**src/rtl/spi_reg_bank.sv**
```systemverilog
// SPI mode-0 configuration register bank; every SPI pin is oversampled in the clk domain.
// Define SPI_REG_READBACK_EN to build the CIPO readback path; without it cipo/cipo_oe are tied low.
module spi_reg_bank #(
    parameter int NUM_REGS = 5,
    parameter int DATA_W   = 8,
    parameter int ADDR_W   = 7
) (
    input  logic                         clk,
    input  logic                         rst,
    input  logic                         ncs,
    input  logic                         sclk,
    input  logic                         copi,
    output logic                         cipo,
    output logic                         cipo_oe,
    output logic [NUM_REGS*DATA_W-1:0]   regs,
    output logic                         wr_strobe,
    output logic [ADDR_W-1:0]            wr_addr
);
    // state | meaning
    // IDLE  | ncs high (or held low since reset), SCLK ignored
    // ADDR  | receiving R/W bit and address bits
    // DATA  | receiving data bits
    // DONE  | exactly FRAME_LEN bits received, commit allowed on ncs rise
    // OVER  | more than FRAME_LEN bits received, frame is discarded

    localparam int FRAME_LEN = 1 + ADDR_W + DATA_W;
    localparam int CNT_W     = $clog2(FRAME_LEN + 2);

    typedef enum logic [2:0] {S_IDLE, S_ADDR, S_DATA, S_DONE, S_OVER} state_t;

    state_t               state, state_nxt;
    logic [CNT_W-1:0]     bit_cnt, cnt_nxt;
    logic [FRAME_LEN-1:0] shift_q, shift_nxt;
    logic                 shift_en;

    logic [2:0] ncs_sr, sclk_sr, copi_sr;
    logic       ncs_fall, ncs_rise, sclk_rise, copi_s;

    logic [DATA_W-1:0] reg_q [NUM_REGS];
    logic [ADDR_W-1:0] frame_addr;
    logic [DATA_W-1:0] frame_data;
    logic              commit;

    // Chains reset low so that ncs already low at reset release produces no falling edge.
    always_ff @(posedge clk) begin
        if (rst) begin
            ncs_sr  <= '0;
            sclk_sr <= '0;
            copi_sr <= '0;
        end else begin
            ncs_sr  <= {ncs_sr[1:0], ncs};
            sclk_sr <= {sclk_sr[1:0], sclk};
            copi_sr <= {copi_sr[1:0], copi};
        end
    end

    assign ncs_fall  =  ncs_sr[2] & ~ncs_sr[1];
    assign ncs_rise  = ~ncs_sr[2] &  ncs_sr[1];
    assign sclk_rise = ~sclk_sr[2] & sclk_sr[1];
    assign copi_s    =  copi_sr[2];

    always_ff @(posedge clk) begin
        if (rst) begin
            state   <= S_IDLE;
            bit_cnt <= '0;
            shift_q <= '0;
        end else begin
            state   <= state_nxt;
            bit_cnt <= cnt_nxt;
            shift_q <= shift_nxt;
        end
    end

    always_comb begin
        state_nxt = state;
        cnt_nxt   = bit_cnt;
        shift_nxt = shift_q;
        shift_en  = 1'b0;
        if (ncs_fall) begin
            state_nxt = S_ADDR;
            cnt_nxt   = '0;
        end else if (ncs_rise) begin
            state_nxt = S_IDLE;
        end else if (state != S_IDLE && sclk_rise) begin
            shift_en  = 1'b1;
            shift_nxt = {shift_q[FRAME_LEN-2:0], copi_s};
            if (bit_cnt != CNT_W'(FRAME_LEN + 1))
                cnt_nxt = bit_cnt + 1'b1;
            if (cnt_nxt > CNT_W'(FRAME_LEN))
                state_nxt = S_OVER;
            else if (cnt_nxt == CNT_W'(FRAME_LEN))
                state_nxt = S_DONE;
            else if (cnt_nxt >= CNT_W'(1 + ADDR_W))
                state_nxt = S_DATA;
            else
                state_nxt = S_ADDR;
        end
    end

    assign frame_addr = shift_q[DATA_W +: ADDR_W];
    assign frame_data = shift_q[DATA_W-1:0];
    assign commit     = ncs_rise && (state == S_DONE) && shift_q[FRAME_LEN-1]
                        && (frame_addr < ADDR_W'(NUM_REGS));

    always_ff @(posedge clk) begin
        if (rst) begin
            for (int i = 0; i < NUM_REGS; i++)
                reg_q[i] <= '0;
            wr_strobe <= 1'b0;
            wr_addr   <= '0;
        end else begin
            wr_strobe <= commit;
            if (commit)
                wr_addr <= frame_addr;
            for (int i = 0; i < NUM_REGS; i++)
                if (commit && frame_addr == ADDR_W'(i))
                    reg_q[i] <= frame_data;
        end
    end

    for (genvar g = 0; g < NUM_REGS; g++) begin : g_flat
        assign regs[g*DATA_W +: DATA_W] = reg_q[g];
    end

`ifdef SPI_REG_READBACK_EN
    logic              sclk_fall;
    logic [ADDR_W-1:0] rd_addr;
    logic [DATA_W-1:0] rd_data;
    logic [DATA_W-1:0] sout_q;
    logic              rd_active;
    logic              cipo_q;

    assign sclk_fall = sclk_sr[2] & ~sclk_sr[1];
    assign rd_addr   = shift_nxt[ADDR_W-1:0];

    always_comb begin
        rd_data = '0;
        for (int i = 0; i < NUM_REGS; i++)
            if (rd_addr == ADDR_W'(i))
                rd_data = reg_q[i];
    end

    // Load happens on the rising edge that completes the address; data leaves on falling edges.
    always_ff @(posedge clk) begin
        if (rst) begin
            sout_q    <= '0;
            rd_active <= 1'b0;
            cipo_q    <= 1'b0;
        end else if (ncs_fall || ncs_rise) begin
            rd_active <= 1'b0;
            cipo_q    <= 1'b0;
        end else if (shift_en && cnt_nxt == CNT_W'(1 + ADDR_W)) begin
            sout_q    <= rd_data;
            rd_active <= ~shift_nxt[ADDR_W];
        end else if (rd_active && sclk_fall && state == S_DATA) begin
            cipo_q <= sout_q[DATA_W-1];
            sout_q <= {sout_q[DATA_W-2:0], 1'b0};
        end else if (state != S_DATA) begin
            cipo_q <= 1'b0;
        end
    end

    assign cipo    = cipo_q;
    assign cipo_oe = ~ncs_sr[2] & (state != S_IDLE);
`else
    assign cipo    = 1'b0;
    assign cipo_oe = 1'b0;
`endif

endmodule

```
**config.mk**
```make
export PLATFORM = sky130hd
export DESIGN_NAME = spi_reg_bank
export DESIGN_NICKNAME = d
export VERILOG_FILES = /design/src/rtl/spi_reg_bank.sv
export SDC_FILE = /design/constraint.sdc
export NUM_CORES = 1
export LEC_CHECK = 0
export CORE_AREA = 5 5 71 99
export DETAILED_ROUTE_END_ITERATION = 10
export DIE_AREA = 0 0 76 104
export PLACE_DENSITY_LB_ADDON = 0.1
export SYNTH_ARGS = -nofsm -noshare
export SYNTH_HDL_FRONTEND = slang
export SYNTH_SLANG_ARGS = --single-unit
```
**constraint.sdc**
```tcl
create_clock -name clk -period 2.7 [get_ports clk]
set_clock_uncertainty 0.2 [all_clocks]
set_input_delay 0.405 -clock clk [delete_from_list [all_inputs] [get_ports clk]]
set_output_delay 0.405 -clock clk [all_outputs]
set_load 0.02 [all_outputs]
```
==> impl_metrics.json, run 1 <==
{
  "relSlewSlack_pct": 56.10,
  "diodes": 0,
  "cts.path.max_buffers": 2,
  "yosysMostFrequentCell": "dfxtp_1",
  "p_leak_uw": 0.001411,
  "synth_edf_count": 40,
  "power_uw": 2314,
  "final-max-slew-violation-count": 0,
  "htreeDepth": 3,
  "switching_share_pct": 22.33,
  "synth_mux_area_share_pct": 3.693,
  "cts_buffers": 9,
  "synthSimpleGateAreaFrac_pct": 15.32,
  "p_int_uw": 1797,
  "p_per_area_nw_per_um2": 619.4,
  "rows": 34,
  "startpoint_type": "flop",
  "routed-wl-met3_microns": 314,
  "syn_inst": 234,
  "cp_cell_sequence": "inv_1 -> ha_1 -> nand4bb_1 -> or4b_1 -> nor2_8 -> and2_1",
  "ys_seq_elements": 81,
  "final-hold-violation-count": 0,
  "grt_max_degree": 17,
  "max-cap-violations": 0,
  "yosysSeqAreaShare_pct": 67.81,
  "p_comb_share_pct": 5.7,
  "drive_above_1_share_pct": 9.622,
  "io_buffers": 52,
  "coreArea_sq_um": 6083,
  "yosys_warnings": 0,
  "synth_compound_area_share_pct": 6.546,
  "postCtsHoldBufs": 0,
  "end_kind": "flop",
  "dieHeight_microns": 104,
  "antenna_left": 0,
  "critical-path-max-stage-delay_ns": 0.72,
  "rsz0062_at_grt": "false",
  "clkSlewWorstSetupHoldPaths_ns": 0.08,
  "synth_top_area_share_pct": 40.29,
  "cp.required_ns": 2.68,
  "syn_avg_cell_area_sq_um": 12.74,
  "syn_area_sq_um": 2982,
  "worstPathArrival_ns": 2.36,
  "async_flop_share_pct": 0,
  "vdd_ir_drop_max_v": 0.0005104,
  "nNetsFinal": 295,
  "start_util_pct": 49.01,
  "drc": 0,
  "cts_tree": "done",
  "chipWidth_microns": 76,
  "fmax_mhz": 420.4,
  "p_sw_uw": 516.7,
  "setup_tns_ns": 0,
  "yosys.area.top_type": "edfxtp_1",
  "setup_violations": 0,
  "synth_fa_ha_area_share_pct": 1.679,
  "place_congestion": 0.7594,
  "firstDrtPassIters": 5,
  "cts_setup_buffers": 0,
  "cts_resized": 0,
  "synth_top_family_by_area": "simple AND/OR/NAND/NOR gates",
  "r2r_slack_ns": 0.32,
  "clock_sink_count": 81,
  "wl_met2_microns": 2760,
  "dp.cells": 347,
  "synth_xor_area_share_pct": 1.175,
  "worst_pin_slew_ns": 0.6561,
  "yosys-top-cells-count": "dfxtp_1, edfxtp_1, nor2_1",
  "synth_ff_type": "dfxtp_1",
  "grt.overflow.total": 0,
  "p_clk_share_pct": 37.2,
  "p_seq_share_pct": 57.1,
  "finalCriticalPeriod_ns": 2.379,
  "die-area_sq_um": 7904,
  "highest_layer": "met4",
  "wl_microns": 5383,
  "drt_iter0_drc": 106,
  "grt_first_pass_wirelength_microns": 8935,
  "num_vias": 1849,
  "root_buffer": "clkbuf_8",
  "hpwl_microns": 3832,
  "m1WireLength_microns": 2190,
  "io-pin-count": 55,
  "via_per_inst": 5.094,
  "stdcell_count": 363,
  "grt_pass1_vias": 1789,
  "insertion_delay_ns": 0.34,
  "ys_types": 43,
  "synth.area.top_cells": "edfxtp_1, dfxtp_1, mux2i_1, and2_1, nor2_1",
  "finalCritPeriodShare_pct": 88.10,
  "routedWlPerCell_microns": 14.83,
  "cp_slowest_cell": "or4b_1",
  "grt_antenna_before_repair": 0,
  "grt_util_all_layers_pct": 14.41,
  "critical_path.max_fanout": 9,
  "crit_type": "flop to flop",
  "hp-class": "flop to flop",
  "run_status": "completed",
  "syn_to_final_growth_pct": 25.30
}
routing by layer:
| metal | global-route usage, % | vias up |
|---|---|---|
| li1 | - | 922 |
| met1 | 16.06 | 871 |
| met2 | 24.51 | 47 |
| met3 | 4.593 | 9 |
| met4 | 6.870 | 0 |
| met5 | 0 | - |
final timing paths:
check | to | depth (start not counted) | from
worst max-delay path | reg_q[0][21] | 6 | ncs_sr[2]
worst min-delay path | copi_sr[2] | 1 | copi_sr[1]
worst max register to register | reg_q[0][21] | 6 | ncs_sr[2]
worst min register to register | copi_sr[2] | 1 | copi_sr[1]
cell usage in the layout (no fill, tap or decap), types with 2 or more instances in the layout:
| cell type | instances |
|---|---|
| a21oi_1 | 11 |
| a31o_2 | 4 |
| and2_1 | 13 |
| buf_4 | 4 |
| clkbuf_8 | 9 |
| clkdlybuf4s50_1 | 52 |
| clkinv_4 | 3 |
| conb_1 | 2 |
| dfxtp_1 | 41 |
| edfxtp_1 | 40 |
| ha_1 | 4 |
| inv_1 | 6 |
| mux2i_1 | 11 |
| nand2_1 | 12 |
| nand3_1 | 12 |
| nor2_1 | 20 |
| nor2b_1 | 10 |
| nor4_1 | 2 |
| o21ai_0 | 3 |
| o21bai_1 | 2 |
| xnor2_1 | 4 |
state kept, by name (all words and copies together), names as in the netlist, named ones only:
name,count
ncs_sr,3
shift_q,16
bit_cnt,4
reg_q,40
copi_sr,3
state,3
sclk_sr,3
wr_strobe,1
wr_addr,7
through the flow:
| stage | cell area (sq um) | hold slack (ns) | util (%) | setup WS, ns |
|---|---|---|---|---|
| 2_1_floorplan | 2985 | 0.2138 | - | 0.4314 |
| 3_3_place_gp | 3540 | 0.2183 | 58.19 | 0.3739 |
| 3_5_place_dp | 3540 | 0.2212 | 58.19 | 0.3178 |
| 4_1_cts | 3736 | 0.2404 | 61.42 | 0.2963 |
| 5_1_grt | 3736 | 0.2627 | 61.42 | 0.1271 |
| 6_report | 3736 | 0.2392 | 61.42 | 0.3213 |
cell type report:
| class | instances | area (sq um) |
|---|---|---|
| tap | 72 | 90.09 |
| sequential | 81 | 2022 |
| inverter | 6 | 22.52 |
| fill | 514 | 2347 |
| clock inverter | 6 | 68.82 |
| multi-input combinational | 132 | 854.6 |
| clock buffer | 10 | 127.6 |
| timing repair buffer | 56 | 550.5 |
cells by family (layout without fill, tap and decap cells):
group	count (synthesis)	in the layout
AND/OR/NAND/NOR	82	82
flip-flops	81	81
AO/OA/AOI/OAI	29	29
buffers and inverters	22	78
multiplexers	11	11
adder cells (fa/ha/maj)	4	4
XOR/XNOR	4	4
other	1	2
power by group through the flow:
| stage | Sequential (uW) | Clock [uW] | Combinational [uW] |
|---|---|---|---|
| 2_1_floorplan | 1380 | 0 | 47.3 |
| 3_3_place_gp | 1350 | 0 | 134 |
| 3_5_place_dp | 1350 | 0 | 135 |
| 4_1_cts | 1320 | 882 | 135 |
| 5_1_grt | 1320 | 938 | 142 |
| 6_report | 1320 | 861 | 132 |
critical path: cells and delay by family, from the launching register on:
| kind | cells | cell delay [ns] |
|---|---|---|
| flip-flops | 1 | 0.32 |
| AND/OR/NAND/NOR | 4 | 1.36 |
| adder cells (fa/ha/maj) | 1 | 0.27 |
| buffers and inverters | 1 | 0.05 |
Power figures use the tool's default switching activity.
==> run 2: changes to the inputs <==
--- a/config.mk
+++ b/config.mk
@@ -5,9 +5,9 @@
 export SDC_FILE = /design/constraint.sdc
 export NUM_CORES = 1
 export LEC_CHECK = 0
-export CORE_AREA = 5 5 71 99
+export CORE_AREA = 5 5 87 81
 export DETAILED_ROUTE_END_ITERATION = 10
-export DIE_AREA = 0 0 76 104
+export DIE_AREA = 0 0 92 86
 export PLACE_DENSITY_LB_ADDON = 0.1
 export SYNTH_ARGS = -nofsm -noshare
 export SYNTH_HDL_FRONTEND = slang
==> run 2 against run 1 <==
Net effect: combinational power barely moved; utilization grew 1.4 points; sequential cell count unchanged; die area up 0.10%; hold slack gained 0.0045 ns; clock-buffer cell count stayed put; clock power up 22%; critical path type unchanged.
==> impl_metrics.json, run 2 (synthesized netlist as in run 1, its figures left out) <==
{
  "grt_first_pass_wirelength_microns": 9453,
  "finalInstanceArea_sq_um": 3775,
  "dp.cells": 346,
  "htreeDepth": 3,
  "rows": 27,
  "regToRegStartpoint": "ncs_sr[2]",
  "final-hold-violation-count": 0,
  "p_clk_share_pct": 41.9,
  "p_per_area_nw_per_um2": 663.5,
  "multiInputGateArea_sq_um": 854.6,
  "min_path_cells": 1,
  "p_sw_uw": 519.2,
  "largest_reg_flops": 40,
  "final-seq-area_sq_um": 2022,
  "clkSlewWorstSetupHoldPaths_ns": 0.08,
  "grt_max_degree": 21,
  "grt_util_all_layers_pct": 15.74,
  "chipWidth_microns": 92,
  "stdcell_count": 362,
  "worst_pin_slew_ns": 0.7199,
  "startpoint_type": "flop",
  "min_from": "sclk_sr[0]",
  "via_per_inst": 5.058,
  "hold_slack_ns": 0.2437,
  "grt_pass1_vias": 1881,
  "cts.path.max_buffers": 2,
  "hold_end": "sclk_sr[1]",
  "num_vias": 1831,
  "fmax_mhz": 414.7,
  "grt.overflow.total": 0,
  "dieHeight_microns": 86,
  "max-cap-violations": 0,
  "wl_microns": 5638,
  "drive_above_1_share_pct": 9.310,
  "cts_resized": 0,
  "die-area_sq_um": 7912,
  "critical_path.max_fanout": 8,
  "firstDrtPassIters": 4,
  "drc": 0,
  "antenna_left": 0,
  "final_common_cell": "clkdlybuf4s50_1",
  "root_buffer": "clkbuf_8",
  "cts_tree": "done",
  "largestRegisters": "reg_q x40, shift_q x16, wr_addr x7",
  "place_congestion": 0.7619,
  "worstReg2RegEnd": "reg_q[0][4]",
  "worstPathArrival_ns": 2.22,
  "layout_common_cells": "clkdlybuf4s50_1, dfxtp_1, edfxtp_1",
  "regMostFlops": "reg_q",
  "relSlewSlack_pct": 52.01,
  "fillers": 464,
  "cts_setup_buffers": 0,
  "end_kind": "flop",
  "p_comb_share_pct": 5.3,
  "setup_violations": 0,
  "p_seq_share_pct": 52.7,
  "p_int_uw": 1985,
  "postCtsHoldBufs": 0,
  "rr_worst_depth": 5,
  "finalCriticalPeriod_ns": 2.411,
  "final-max-slew-violation-count": 0,
  "crit_type": "flop to flop",
  "p_leak_uw": 0.001427,
  "finalCritPeriodShare_pct": 89.31,
  "io-pin-count": 55,
  "hp-class": "flop to flop",
  "grt_antenna_before_repair": 0,
  "drt_iter0_drc": 101,
  "routedWlPerCell_microns": 15.57,
  "diodes": 0,
  "nNetsFinal": 294,
  "rsz0062_at_grt": "false",
  "cp.required_ns": 2.51,
  "placed_area_sq_um": 3532,
  "io_buffers": 52,
  "start_util_pct": 49.58,
  "syn_to_final_growth_pct": 26.61,
  "run_status": "completed",
  "insertion_delay_ns": 0.35,
  "coreArea_sq_um": 6013,
  "cts_buffers": 9,
  "r2r_slack_ns": 0.29,
  "switching_share_pct": 20.73,
  "hpwl_microns": 3837,
  "setup_tns_ns": 0,
  "vdd_ir_drop_max_v": 0.0003228,
  "clock_sink_count": 81
}
run 2: cell types whose count changed in the layout (fill, tap and decap cells not counted):
cell,delta
bufinv_16,+2
clkinv_4,-2
buf_4,-1
clkinv_2,-1
inv_6,+1
run 2: how the worst max path moves through the flow:
stage | startpoint | to | slack, ns | cells past startpoint
2_1_floorplan | ncs_sr[2] | reg_q[0][16] | 0.43 | 6
3_3_place_gp | ncs_sr[2] | reg_q[0][39] | 0.39 | 6
3_5_place_dp | ncs_sr[2] | reg_q[0][5] | 0.24 | 5
4_1_cts | ncs_sr[2] | reg_q[0][4] | 0.26 | 5
5_1_grt | ncs_sr[2] | reg_q[0][3] | 0.003 | 5
6_report | ncs_sr[2] | reg_q[0][4] | 0.29 | 5
run 2: through the flow:
step	utilization (%)	total power (uW)	setup WS [ns]
3_5_place_dp	58.74	1485	0.2442
4_1_cts	62.78	2534	0.2635
2_1_floorplan	-	1424	0.4314
5_1_grt	62.78	2600	0.003169
6_report	62.78	2505	0.2886
3_3_place_gp	58.74	1483	0.3936
run 2: critical path, cell delays in order (launching register included):
cell and delay (ns):
dfxtp_1 0.32, inv_1 0.05, ha_1 0.28, nand4bb_1 0.20
nor4_1 0.54, a21o_1 0.47
run 2: final cells by class:
type,instances,share of cell area [%]
Inverter,6,0.5966
Sequential cell,81,53.56
Tap cell,72,2.386
Clock buffer,10,3.381
Clock inverter,6,3.049
Timing Repair Buffer,55,14.39
Multi-Input combinational cell,132,22.64
run 2: per-layer routing:
metal  wire, microns  GRT usage [%]  up-vias  share of wire (%)
li1                -              -      916                  -
met1            2704          21.22      860                 48
met2            2464          22.75       44                 44
met3             362          5.351       11                6.4
met4             108          7.692        0                1.9
met5               0              0        -                  0
run 2: power groups by stage:
stage	clock (uW)	combinational (uW)	sequential (uW)
2_1_floorplan	0	47.3	1380
3_3_place_gp	0	133	1350
3_5_place_dp	0	135	1350
4_1_cts	1080	135	1320
5_1_grt	1130	143	1320
6_report	1050	133	1320
==> run 3: changes to the inputs <==
==> constraint.sdc (replaced) <==
create_clock -name clk -period 2.63 [get_ports clk]
set_clock_uncertainty 0.2 [all_clocks]
set_input_delay 0.3945 -clock clk [delete_from_list [all_inputs] [get_ports clk]]
set_output_delay 0.3945 -clock clk [all_outputs]
set_load 0.02 [all_outputs]
==> run 3 against run 2 <==
Net effect: highest routed layer unchanged; sequential power up 3%; cell area down 0.30%; sequential share of layout area up 0.16 points; combinational power up 4%; fmax up 1.7%; global-route usage down 1.1 points; sequential cell count unchanged; utilization down 0.19 points; clock power down 7%; via count down 0.93%; routed wire length down 3.4%.
==> impl_metrics.json, run 3 (synthesized netlist as in run 1, its figures left out) <==
{
  "run_status": "completed",
  "regToRegStartpoint": "ncs_sr[2]",
  "setup_violations": 0,
  "relSlewSlack_pct": 51.57,
  "postCtsHoldBufs": 0,
  "final-max-slew-violation-count": 0,
  "vdd_ir_drop_max_v": 0.0002925,
  "io_buffers": 52,
  "dieHeight_microns": 86,
  "post-place-ws_ns": 0.2563,
  "startpoint_type": "flop",
  "largestRegisters": "reg_q x40, shift_q x16, wr_addr x7",
  "cts_setup_buffers": 0,
  "grt_first_pass_wirelength_microns": 9018,
  "largest_reg_flops": 40,
  "cp.required_ns": 2.60,
  "chipWidth_microns": 92,
  "htreeDepth": 3,
  "cts_resized": 0,
  "final-hold-violation-count": 0,
  "fmax_mhz": 421.7,
  "finalCriticalPeriod_ns": 2.372,
  "drive_above_1_share_pct": 9.310,
  "grt_util_all_layers_pct": 14.66,
  "finalCritPeriodShare_pct": 90.17,
  "clkSlewWorstSetupHoldPaths_ns": 0.08,
  "wl_microns": 5445,
  "clock_sink_count": 81,
  "insertion_delay_ns": 0.34,
  "crit_type": "flop to flop",
  "worst_pin_slew_ns": 0.7164,
  "place_congestion": 0.7714,
  "setup_tns_ns": 0,
  "die-area_sq_um": 7912,
  "via_per_inst": 5.011,
  "crit_family": "simple AND/OR/NAND/NOR gates",
  "r2r_slack_ns": 0.26,
  "critical-path-max-stage-delay_ns": 0.71,
  "crit_path_start": "ncs_sr[2]",
  "end_kind": "flop",
  "routedWlPerCell_microns": 15.04,
  "num_vias": 1814,
  "critical_path.max_fanout": 9,
  "hold_slack_ns": 0.2436,
  "nNetsFinal": 294,
  "worstPathArrival_ns": 2.34,
  "io-pin-count": 55,
  "setup_ws_ns": 0.2585,
  "cts.path.max_buffers": 2,
  "drc": 0,
  "max-cap-violations": 0,
  "drt_iter0_drc": 91,
  "grt_max_degree": 34,
  "grt.overflow.total": 0,
  "rows": 27,
  "min_from": "ncs_sr[0]",
  "firstDrtPassIters": 4,
  "cts_buffers": 9,
  "diodes": 0,
  "fillers": 495,
  "syn_to_final_growth_pct": 26.23,
  "coreArea_sq_um": 6013,
  "regMostFlops": "reg_q",
  "start_util_pct": 49.58,
  "p_leak_uw": 0.001413,
  "cts_tree": "done",
  "hpwl_microns": 3720,
  "cp_slowest_cell": "or4b_1",
  "grt_antenna_before_repair": 0,
  "final_common_cell": "clkdlybuf4s50_1",
  "antenna_left": 0,
  "layout_common_cells": "clkdlybuf4s50_1, dfxtp_1, edfxtp_1",
  "root_buffer": "clkbuf_8",
  "grt_pass1_vias": 1752,
  "rsz0062_at_grt": "false",
  "cp_cell_sequence": "inv_1 -> ha_1 -> nand4bb_1 -> or4b_1 -> nor2_8 -> and2_1",
  "p_per_area_nw_per_um2": 657.0,
  "cp.buffers_inverters": 1,
  "hp-class": "flop to flop"
}
run 3: path summary, 6_finish.rpt:
check,to,cells after the start
max,reg_q[0][27],6
min,ncs_sr[1],1
max reg2reg,reg_q[0][27],6
min reg2reg,ncs_sr[1],1
run 3: routing by layer:
| metal | up-vias | wire length [microns] | global-route usage [%] |
|---|---|---|---|
| li1 | 913 | - | - |
| met1 | 850 | 2566 | 20.07 |
| met2 | 43 | 2509 | 22.28 |
| met3 | 8 | 292 | 3.772 |
| met4 | 0 | 76 | 6.073 |
| met5 | - | 0 | 0 |
run 3: power by group:
group,total [uW],internal (uW),switching [uW]
registers,1360,1350,9.59
clock network,979,538,441
logic,138,58.1,79.5
run 3: per-stage QoR:
stage | util, % | cell area (sq um) | power, uW | std cells
2_1_floorplan | - | 2985 | 1462 | 235
3_3_place_gp | 58.95 | 3545 | 1524 | 346
3_5_place_dp | 58.95 | 3545 | 1526 | 346
4_1_cts | 62.59 | 3764 | 2498 | 362
5_1_grt | 62.59 | 3764 | 2572 | 362
6_report | 62.59 | 3764 | 2473 | 362
run 3: cell type report:
type / count / area, sq um / area share, %
inverter: 6 / 22.52 / 0.5984
multi-input combinational: 132 / 854.6 / 22.71
timing repair buffer: 55 / 555.5 / 14.76
sequential: 81 / 2022 / 53.72
clock inverter: 6 / 91.34 / 2.427
tap: 72 / 90.09 / 2.394
clock buffer: 10 / 127.6 / 3.391
